$ cat src/rtl/alu_exec_unit.sv
// RV32I/RV64I integer execute unit with valid/ready handshakes and optional iterative shifter.
// Define ALU_MUL_EN to add an iterative shift-add MUL (R-type funct7=0x01, funct3=0).
module alu_exec_unit #(
    parameter int unsigned XLEN       = 32,
    parameter int unsigned SHIFT_ITER = 0
) (
    input  logic            clk,
    input  logic            rst,
    input  logic            in_valid,
    output logic            in_ready,
    input  logic [2:0]      ctrl_ALU_op,
    input  logic [2:0]      funct3,
    input  logic [6:0]      funct7,
    input  logic [XLEN-1:0] op_a,
    input  logic [XLEN-1:0] op_b,
    output logic            out_valid,
    input  logic            out_ready,
    output logic [XLEN-1:0] result,
    output logic            illegal
);

    localparam int unsigned SW = $clog2(XLEN);
    localparam int unsigned CW = SW + 1;

    typedef enum logic [1:0] {StIdle, StBusy, StDone} state_e;
    typedef enum logic [1:0] {IterSll, IterSrl, IterSra, IterMul} iter_e;

    state_e          state_q, state_d;
    iter_e           iter_q, iter_d;
    logic [XLEN-1:0] res_q, res_d;
    logic            illegal_q, illegal_d;
    logic [CW-1:0]   cnt_q, cnt_d;
`ifdef ALU_MUL_EN
    logic [XLEN-1:0] mcand_q, mcand_d;
    logic [XLEN-1:0] mplier_q, mplier_d;
`endif

    logic            is_r, is_i, alt, mul_op;
    logic            dec_illegal, dec_iter;
    iter_e           dec_kind;
    logic [XLEN-1:0] dec_res;
    logic [SW-1:0]   shamt;

    always_comb begin
        is_r        = (ctrl_ALU_op == 3'b010);
        is_i        = (ctrl_ALU_op == 3'b001);
        alt         = (funct7 == 7'h20);
        shamt       = op_b[SW-1:0];
        mul_op      = 1'b0;
        dec_illegal = 1'b0;
        dec_iter    = 1'b0;
        dec_kind    = IterSll;
        dec_res     = '0;

        // I-type non-shift ops carry immediate bits in funct7, so it is ignored there
        if (!(is_r || is_i)) begin
            dec_illegal = 1'b1;
        end else if (is_i && funct3 != 3'd1 && funct3 != 3'd5) begin
            dec_illegal = 1'b0;
        end else if (funct7 == 7'h00) begin
            dec_illegal = 1'b0;
        end else if (alt) begin
            dec_illegal = is_r && funct3 != 3'd0 && funct3 != 3'd5;
`ifdef ALU_MUL_EN
        end else if (is_r && funct7 == 7'h01 && funct3 == 3'd0) begin
            mul_op = 1'b1;
`endif
        end else begin
            dec_illegal = 1'b1;
        end

        unique case (funct3)
            3'd0: dec_res = (is_r && alt) ? op_a - op_b : op_a + op_b;
            3'd1: dec_res = op_a << shamt;
            3'd2: dec_res = {{(XLEN-1){1'b0}}, $signed(op_a) < $signed(op_b)};
            3'd3: dec_res = {{(XLEN-1){1'b0}}, op_a < op_b};
            3'd4: dec_res = op_a ^ op_b;
            3'd5: dec_res = alt ? XLEN'($signed(op_a) >>> shamt) : op_a >> shamt;
            3'd6: dec_res = op_a | op_b;
            default: dec_res = op_a & op_b;
        endcase

        if (SHIFT_ITER != 0 && (funct3 == 3'd1 || funct3 == 3'd5) && shamt != '0) begin
            dec_iter = 1'b1;
            dec_kind = (funct3 == 3'd1) ? IterSll : (alt ? IterSra : IterSrl);
        end
        if (mul_op) begin
            dec_iter = 1'b1;
            dec_kind = IterMul;
        end
        if (dec_illegal) begin
            dec_res  = '0;
            dec_iter = 1'b0;
        end
    end

    always_comb begin
        state_d   = state_q;
        iter_d    = iter_q;
        res_d     = res_q;
        illegal_d = illegal_q;
        cnt_d     = cnt_q;
`ifdef ALU_MUL_EN
        mcand_d   = mcand_q;
        mplier_d  = mplier_q;
`endif
        unique case (state_q)
            StIdle: begin
                if (in_valid) begin
                    illegal_d = dec_illegal;
                    iter_d    = dec_kind;
                    if (!dec_iter) begin
                        res_d   = dec_res;
                        state_d = StDone;
                    end else begin
                        state_d = StBusy;
                        res_d   = op_a;
                        cnt_d   = {1'b0, shamt};
`ifdef ALU_MUL_EN
                        if (mul_op) begin
                            res_d    = '0;
                            cnt_d    = CW'(XLEN);
                            mcand_d  = op_a;
                            mplier_d = op_b;
                        end
`endif
                    end
                end
            end
            StBusy: begin
                unique case (iter_q)
                    IterSll: res_d = {res_q[XLEN-2:0], 1'b0};
                    IterSrl: res_d = {1'b0, res_q[XLEN-1:1]};
                    IterSra: res_d = {res_q[XLEN-1], res_q[XLEN-1:1]};
                    IterMul: begin
`ifdef ALU_MUL_EN
                        if (mplier_q[0]) begin
                            res_d = res_q + mcand_q;
                        end
                        mcand_d  = {mcand_q[XLEN-2:0], 1'b0};
                        mplier_d = {1'b0, mplier_q[XLEN-1:1]};
`endif
                    end
                    default: res_d = res_q;
                endcase
                cnt_d = cnt_q - CW'(1);
                if (cnt_q == CW'(1)) begin
                    state_d = StDone;
                end
            end
            StDone: begin
                if (out_ready) begin
                    state_d = StIdle;
                end
            end
            default: state_d = StIdle;
        endcase
    end

    always_ff @(posedge clk or posedge rst) begin
        if (rst) begin
            state_q   <= StIdle;
            iter_q    <= IterSll;
            res_q     <= '0;
            illegal_q <= 1'b0;
            cnt_q     <= '0;
        end else begin
            state_q   <= state_d;
            iter_q    <= iter_d;
            res_q     <= res_d;
            illegal_q <= illegal_d;
            cnt_q     <= cnt_d;
        end
    end

`ifdef ALU_MUL_EN
    always_ff @(posedge clk or posedge rst) begin
        if (rst) begin
            mcand_q  <= '0;
            mplier_q <= '0;
        end else begin
            mcand_q  <= mcand_d;
            mplier_q <= mplier_d;
        end
    end
`endif

    assign in_ready  = (state_q == StIdle);
    assign out_valid = (state_q == StDone);
    assign result    = res_q;
    assign illegal   = illegal_q;

endmodule

$ cat config.mk
export PLATFORM = sky130hd
export DESIGN_NAME = alu_exec_unit
export DESIGN_NICKNAME = d
export VERILOG_FILES = /design/src/rtl/alu_exec_unit.sv
export SDC_FILE = /design/constraint.sdc
export NUM_CORES = 1
export LEC_CHECK = 0
export ABC_CLOCK_PERIOD_IN_PS = 1740
export BUFFER_PORTS_ARGS = -buffer_cell sky130_fd_sc_hd__buf_4
export CORE_MARGIN = 2
export CORE_UTILIZATION = 30
export CTS_CLUSTER_DIAMETER = 200
export DETAILED_ROUTE_END_ITERATION = 10
export GPL_TIMING_DRIVEN = 0
export HOLD_SLACK_MARGIN = 0.02
export SYNTH_ARGS = -nofsm -noshare
export SYNTH_HDL_FRONTEND = slang
export SYNTH_SLANG_ARGS = --single-unit
$ cat constraint.sdc
create_clock -name clk -period 1.74 [get_ports clk]
set_input_delay 0.261 -clock clk [delete_from_list [all_inputs] [get_ports clk]]
set_output_delay 0.261 -clock clk [all_outputs]
set_load 0.05 [all_outputs]
Word-level counts from Yosys, hierarchy flattened. Index checks and enable logic that the tools add are counted.

Flip-flop bits (word level): 41.

$add $sub $neg: 3. Magnitude comparators: 2. Equality and inequality tests: 17. Shift-type cells: 3. Mux-type cells: 14. Bitwise logic cells: 3. Reductions and logical operators: 14.

Operators by type and width (number): $pmux 32 s7 (1); $mux 32 (4); $lt 32x32->1 (2); $pmux 32 s2 (1); $add 32x32->32 (1); $and 32x32->32 (1); $or 32x32->32 (1); $shl 32x5->32 (1); $shr 32x5->32 (1); $sshr 32x5->32 (1); $sub 32x32->32 (1); $xor 32x32->32 (1); $eq 3x2->1 const B (3); $eq 3x3->1 const B (3); $eq 7x6->1 const B (1); $logic_not 7->1 (1); $eq 3x1->1 const B (2); $eq 6x1->1 const B (1); $mux 2 (3); $pmux 2 s3 (1); $sub 6x1->6 const B (1); $logic_and 1x1->1 (5); $mux 1 (4); $ne 2x2->1 const B (2); other kinds (12) (13).

Depth between registers and ports, before layout. Gate-level depths: netlist of run 1.

Depth after elaboration: 10. Depth in mapped cells: 15. Depth with buffers taken out: 12.

Least setup slack after synthesis of run 1. No wires, ideal clock.

Path type: input-to-reg. Start: in op_b[1]. End: reg res_q[21] (netlist: result[21]). Library setup time: 126 ps. Data arrival time: 3503 ps. Data required time: 1614 ps. Path slack: -1889 ps. Cell stages on the path: 14. Cells stage by stage: buf_2 > inv_2 > buf_1 > clkbuf_1 > ha_1 > o21ba_2 > or4_1 > a21oi_1 > o211ai_1 > a32oi_1 > a21oi_1 > o22ai_1 > xnor2_1 > a221o_1.

Longest elaborated chain between the ends: 6.

Ends and longest elaborated chain: start: declaration (RTL line 15) `input logic [XLEN-1:0] op_b,`; $add 32x32->32 (tied with other cells) (RTL line 73) `3'd0: dec_res = (is_r && alt) ? op_a - op_b : op_a + op_b;`; $mux 32, on equally long branches (RTL line 73, 78); $pmux 32 s7 * (RTL line 72) `unique case (funct3)`; $mux 32 * (RTL line 91) `if (dec_illegal) begin`; $mux 32 * (RTL line 109) `if (in_valid) begin`; $pmux 32 s2 * (RTL line 107) `unique case (state_q)`; end signal: assignment (RTL line 170) `res_q <= res_d;`; end: declaration (RTL line 30) `logic [XLEN-1:0] res_q, res_d;`.

Mark *: on every way between the ends. The rest lies on a longest branch, timed or not. The select of a mux whose other input is x is not followed. A chain may end at the register's enable or synchronous reset.

Worst setup path after layout of run 1.
Start: in op_b[1]. End: reg res_q[31] (netlist: result[31]).

The elaborated chain is that of the path after synthesis.

==> reports/results.txt, run 1 <==
TritonCTS clock tree: built
Fin util: 42.21%
Most used DFF post-synth: dfrtp_1
Tmin final: 2.964 ns
Initial Util: 30.36%
Tot Pwr: 6.804 mW
RSZ-0062 raised after global routing: true
Port bufs: 113
Synthesis Warnings: 0
Min-Delay Path Class: primary input to flop
Worst-path clk slew: 0.07 ns
Failing checks: setup timing
DRC Markers: 0
Most frequent cells in the layout: buf_4, a21oi_1, nand2_1
RD Place Congestion: 1.044
Crit-path max cell delay: 0.58 ns
Share of layout cells above drive strength 1: 31.53%
Fmax achieved: 337.4 MHz
Clock Tree Root: clkbuf_16
Slowest cell on the critical path: or4_4
Total CTS buffers: 5
Max Buffers Root-to-Sink: 2
Fin. Hold Viols: 0
Worst Path Required: 1.91 ns
Worst setup margin: -1.224 ns
Diode count: 0
Die area: 35260 µm²
Vias per cell: 6.513
Die Height: 187.8 µm
Post-Layout Cell Count: 2072
Worst-path maximum fanout: 4
Post-Synthesis Net Count: 1609
Dpl cell area: 11900 µm²
Sequential area share after synthesis: 8.398%
Syn avg cell area: 7.090 µm²
Worst Setup Start Kind: primary input
Reg-to-reg slack, setup: -0.49 ns
Via Count: 13490
Worst-Margin Slew: 1.124 ns
Area Growth Syn to Fin: 39.01%
Max-slew violations: 0
Synth Register Bits: 34
Final #Nets: 1803
Reg area: 852.1 µm²
WL/cell: 32.04 µm
Pre-antenna DRT Iters: 6
Initial drt markers: 1677
Peak VDD IR: 0.3841 mV
Largest net degree at the start of global routing: 27
Post-synthesis cell area: 10130 µm²
Row count: 67
Routed Antenna Nets: 0
Final TNS setup: -30.77 ns
CP arrival: 3.14 ns
Status: finished, violations left
Slew margin rel.: 24.30%
Clock Skews: 0.008950 ns
Post-DP HPWL: 51.27 mm
Ports: 116
Routed WL: 66.38 mm
Clk sinks: 34
PD cells: 483.1 nW/µm²
Area taken by multi-input logic gates: 9673 µm²
Core ar.: 33360 µm²
Initial antenna violation count: 0
Cell total after placement: 1991
Synth async-reset ratio: 100.0%
Post-route cell area: 14080 µm²
Setup crit end kind: flop
First-pass GRT wire length: 94.16 mm
Worst Path Buf+Inv: 5
H-tree depth: 2
Die W: 187.8 µm
Worst path cell trace: buf_8 -> buf_12 -> inv_12 -> buf_12 -> clkbuf_16 -> ha_4 -> o21ba_4 -> or4_4 -> a211oi_4 -> o311ai_4 -> a211oi_2 -> a2111oi_2 -> o22ai_2 -> xor2_1 -> o211ai_1
Final Cycle Share: 170.4%
Synth Instances: 1429
Worst path top cell family by delay: compound AO/OA/AOI/OAI gates
Crit Path Class: primary input to flop
Clk Latency, worst-skew pair: 0.31 ns
Total of max-cap violations: 0
Total track usage: 36.69%
Vias in the first global route: 13160
Crit-path most repeated cell: buf_12
Static Leakage: 5.897 nW
Grt ovf: 0
Yosys cell types: 78
EDFF count, synth: 0
Most common cell after layout, fill and taps aside: buf_4
Fillers: 3461
Final setup fails: 32
area by class of cell:
class / count / share of cell area (%)
clock buffer: 5 / 0.8884
sequential: 34 / 6.050
tap: 448 / 3.980
buffer: 105 / 5.526
clock inverter: 3 / 0.3198
inverter: 96 / 2.870
timing repair buffer: 193 / 11.68
multi-input combinational: 1188 / 68.68
final timing paths:
path	from	end	depth (start not counted)
max in group asynchronous	rst	result[7]	4
hold / removal	out_ready	state_q[1]	2
hold reg to reg	result[1]	result[1]	2
setup reg to reg	state_q[1]	result[7]	6
min in group asynchronous	rst	result[24]	3
setup / recovery	op_b[1]	result[31]	15
sequential cells by signal, indices dropped and copies added, names as in the netlist:
name,count
illegal,1
result,32
state_q,1
metrics by stage:
stage	worst slack, ns	hold slack [ns]
4_1_cts	-1.206	0.1191
3_3_place_gp	-2.582	0.4431
2_1_floorplan	-1.165	0.3538
5_1_grt	-1.256	0.1247
6_report	-1.224	0.1220
3_5_place_dp	-2.489	0.2133
worst reg2reg max path, delay by kind of cell (launching register included):
family | cells | cell delay [ns]
and+or+nand+nor | 2 | 0.26
AOI/OAI and AO/OA | 1 | 0.20
buffers and inverters | 3 | 1.30
DFF | 1 | 0.38
Yosys cell counts (25+ instances only):
library cell / instances / area [µm²]
o211ai_1: 30 / 225.2
nor3_1: 29 / 145.1
clkbuf_1: 71 / 266.5
mux4_2: 44 / 991.0
xnor2_1: 25 / 219.0
ha_1: 97 / 1214
dfrtp_1: 34 / 850.8
nand2_1: 143 / 536.8
o21ai_0: 129 / 645.6
inv_1: 92 / 345.3
mux2i_1: 53 / 530.5
a21oi_1: 174 / 870.8
nor2_1: 139 / 521.8
timing repair:
action,CTS,global route
hold buffers,1,0
cloned,0,1
pin swaps,81,58
resized for setup,241,107
buffers inserted,60,23
setup endpoints to repair,33,34
hold endpoints to repair,8,0
layer usage:
metal | wire length (µm) | up-vias | global-route usage [%]
li1 | - | 5704 | -
met1 | 27490 | 6621 | 49.93
met2 | 28080 | 990 | 55.84
met3 | 7382 | 179 | 7.636
met4 | 3427 | 0 | 16.26
met5 | 0 | - | 0
power breakdown:
group          switching [mW]  total, mW  internal [mW]
clock network           0.511       1.19          0.680
registers              0.0280      0.857          0.829
logic                    3.02       4.76           1.74
total                    3.56       6.80           3.25
logic make-up (layout without fill, tap and decap cells):
| kind of cell | count (synthesis) | after routing | share of synthesized area [%] |
|---|---|---|---|
| compound gates | 528 | 528 | 33.07 |
| buf+inv | 207 | 402 | 8.015 |
| mux | 109 | 109 | 16.35 |
| xor+xnor | 30 | 30 | 2.594 |
| fa+ha+maj | 99 | 99 | 12.37 |
| simple gates | 422 | 422 | 19.19 |
| flops | 34 | 34 | 8.398 |
Note: power is estimated with default switching activity, not from simulation.
==> run 2, diff against run 1 <==
==> constraint.sdc (replaced) <==
create_clock -name clk -period 1.74 [get_ports clk]
set_input_delay 0.087 -clock clk [delete_from_list [all_inputs] [get_ports clk]]
set_output_delay 0.087 -clock clk [all_outputs]
set_load 0.05 [all_outputs]
==> reports/results.txt, run 2 (same netlist as run 1, synthesis figures left out) <==
Clk Latency, worst-skew pair: 0.32 ns (about the same)
Routed WL: 66.98 mm (+0.89%)
Post-DP HPWL: 52.36 mm (+2.1%)
H-tree depth: 2 (unchanged)
Vias in the first global route: 13030 (-0.97%)
Fin. Hold Viols: 0 (unchanged)
Initial Util: 30.36% (unchanged)
Pre-antenna DRT Iters: 6 (unchanged)
PD cells: 470.8 nW/µm² (-2.5%)
Failing checks: setup timing
Largest net degree at the start of global routing: 21 (-22%)
Final Cycle Share: 165.1% (-5.3 points)
Max reg flops: 32 (unchanged)
RD Place Congestion: 1.021 (-2.2%)
Die area: 35260 µm² (unchanged)
Worst setup margin: -1.133 ns (+0.09151 ns)
Tot Pwr: 6.515 mW (-4.2%)
Worst Path Required: 1.92 ns (about the same)
Via Count: 13500 (+0.0074%)
Status: finished, violations left
Max Buffers Root-to-Sink: 2 (unchanged)
Port bufs: 113 (unchanged)
Clock Skews: 0.008738 ns (-0.0002124 ns)
Dpl cell area: 11900 µm² (about the same)
RSZ-0062 raised after global routing: true
First-pass GRT wire length: 95.16 mm (+1.1%)
Worst Setup Start Kind: primary input
Peak VDD IR: 0.4102 mV (+6.8%)
Crit Path Class: primary input to flop
Clk sinks: 34 (unchanged)
Die Height: 187.8 µm (unchanged)
Slew margin rel.: 20.94% (-3.4 points)
TritonCTS clock tree: built
CP arrival: 3.05 ns (-0.09 ns)
Initial drt markers: 1740 (+3.8%)
Clock Tree Root: clkbuf_16
Grt ovf: 0 (unchanged)
Total of max-cap violations: 0 (unchanged)
Fmax achieved: 348.1 MHz (+3.2%)
R2R cell count: 6 (unchanged)
Total CTS buffers: 5 (unchanged)
Most common cell after layout, fill and taps aside: buf_4
Most frequent cells in the layout: buf_4, a21oi_1, nand2_1
Worst-Margin Slew: 1.186 ns (+0.06228 ns)
Total track usage: 37.17% (+0.47 points)
Final setup fails: 32 (unchanged)
DRC Markers: 0 (unchanged)
Static Leakage: 5.842 nW (-0.93%)
Vias per cell: 6.516 (about the same)
Post-route cell area: 13840 µm² (-1.8%)
Reg-to-reg slack, setup: -0.50 ns (about the same)
Core ar.: 33360 µm² (unchanged)
Worst-path clk slew: 0.07 ns (about the same)
Hold path cells: 4 (+2)
Min-Delay Path Class: primary input to flop
Routed Antenna Nets: 0 (unchanged)
Worst-path maximum fanout: 6 (+2)
Area Growth Syn to Fin: 36.58%
Share of layout cells above drive strength 1: 30.39% (-1.1 points)
WL/cell: 32.34 µm (+0.94%)
Setup crit end kind: flop
Tmin final: 2.873 ns (-0.09151 ns)
Ports: 116 (unchanged)
Max-slew violations: 0 (unchanged)
Final #Nets: 1801 (-0.11%)
Die W: 187.8 µm (unchanged)
Row count: 67 (unchanged)
Initial antenna violation count: 2 (+2)
run 2: cell types whose count changed in the layout (fill, tap and decap cells not counted), moves of 4 or more:
| cell | before | now |
|---|---|---|
| clkbuf_2 | 18 | 28 |
| clkbuf_4 | 14 | 8 |
| o21ai_2 | 17 | 11 |
| a21oi_2 | 15 | 19 |
| o21ai_1 | 29 | 35 |
| ha_4 | 8 | 4 |
run 2: repair_timing:
action                                 in CTS  in global routing
setup endpoints to repair                  33                 33
pin swaps                                  75                 54
gates resized for setup                   216                 92
gates cloned                                0                  0
hold buffers                                2                  0
endpoints found under the hold margin      15                  0
buffers inserted                           55                 22
run 2: stage by stage:
stage | cells | utilization, % | setup slack (ns) | TNS [ns] | hold WS, ns
2_1_floorplan | 1429 | - | -0.9910 | -20.51 | 0.1798
3_3_place_gp | 1990 | 35.58 | -2.466 | -57.27 | 0.2718
3_5_place_dp | 1991 | 35.66 | -2.400 | -56.09 | 0.09890
4_1_cts | 2052 | 39.78 | -1.110 | -24.13 | 0.2470
5_1_grt | 2071 | 41.47 | -1.194 | -28.73 | 0.2944
6_report | 2071 | 41.47 | -1.133 | -26.25 | 0.2403
run 2: routing by layer:
metal  share of wire (%)  vias to the layer above  track usage [%]
met5                   0                        -                0
met4                 4.4                        0            13.39
met3                  10                      160            7.337
met2                  44                      935            57.89
met1                  42                     6714            50.90
li1                    -                     5686                -
run 2: report_power, final:
group,total [mW],internal (mW),switching (mW)
Clock,1.01,0.533,0.478
Sequential,0.857,0.829,0.0283
Combinational,4.65,1.67,2.97
run 2: area by class of cell:
class | count | area (µm²)
Antenna cell | 1 | 2.502
Inverter | 96 | 415.4
Buffer | 107 | 822.0
Fill cell | 3524 | 19530
Multi-Input combinational cell | 1188 | 9437
Clock buffer | 5 | 125.1
Sequential cell | 34 | 852.1
Clock inverter | 3 | 21.27
Tap cell | 448 | 560.5
Timing Repair Buffer | 189 | 1602
run 2: worst paths after layout:
| kind | startpoint | to |
|---|---|---|
| worst max-delay path | op_b[3] | result[31] |
| worst min-delay path | op_b[31] | result[31] |
| max in group asynchronous | rst | result[7] |
| worst max register to register | state_q[1] | result[23] |
| worst min register to register | result[6] | result[6] |
| min in group asynchronous | rst | result[29] |
run 2: worst max-delay path, cell delays in order:
cell	delay, ns
buf_8	0.08
clkbuf_16	0.15
inv_16	0.04
buf_12	0.11
clkbuf_16	0.15
ha_4	0.27
buf_6	0.12
or4_4	0.55
a211oi_4	0.32
o311ai_4	0.21
a211oi_2	0.26
a2111oi_2	0.08
o22ai_1	0.30
xor2_1	0.20
o211ai_1	0.10
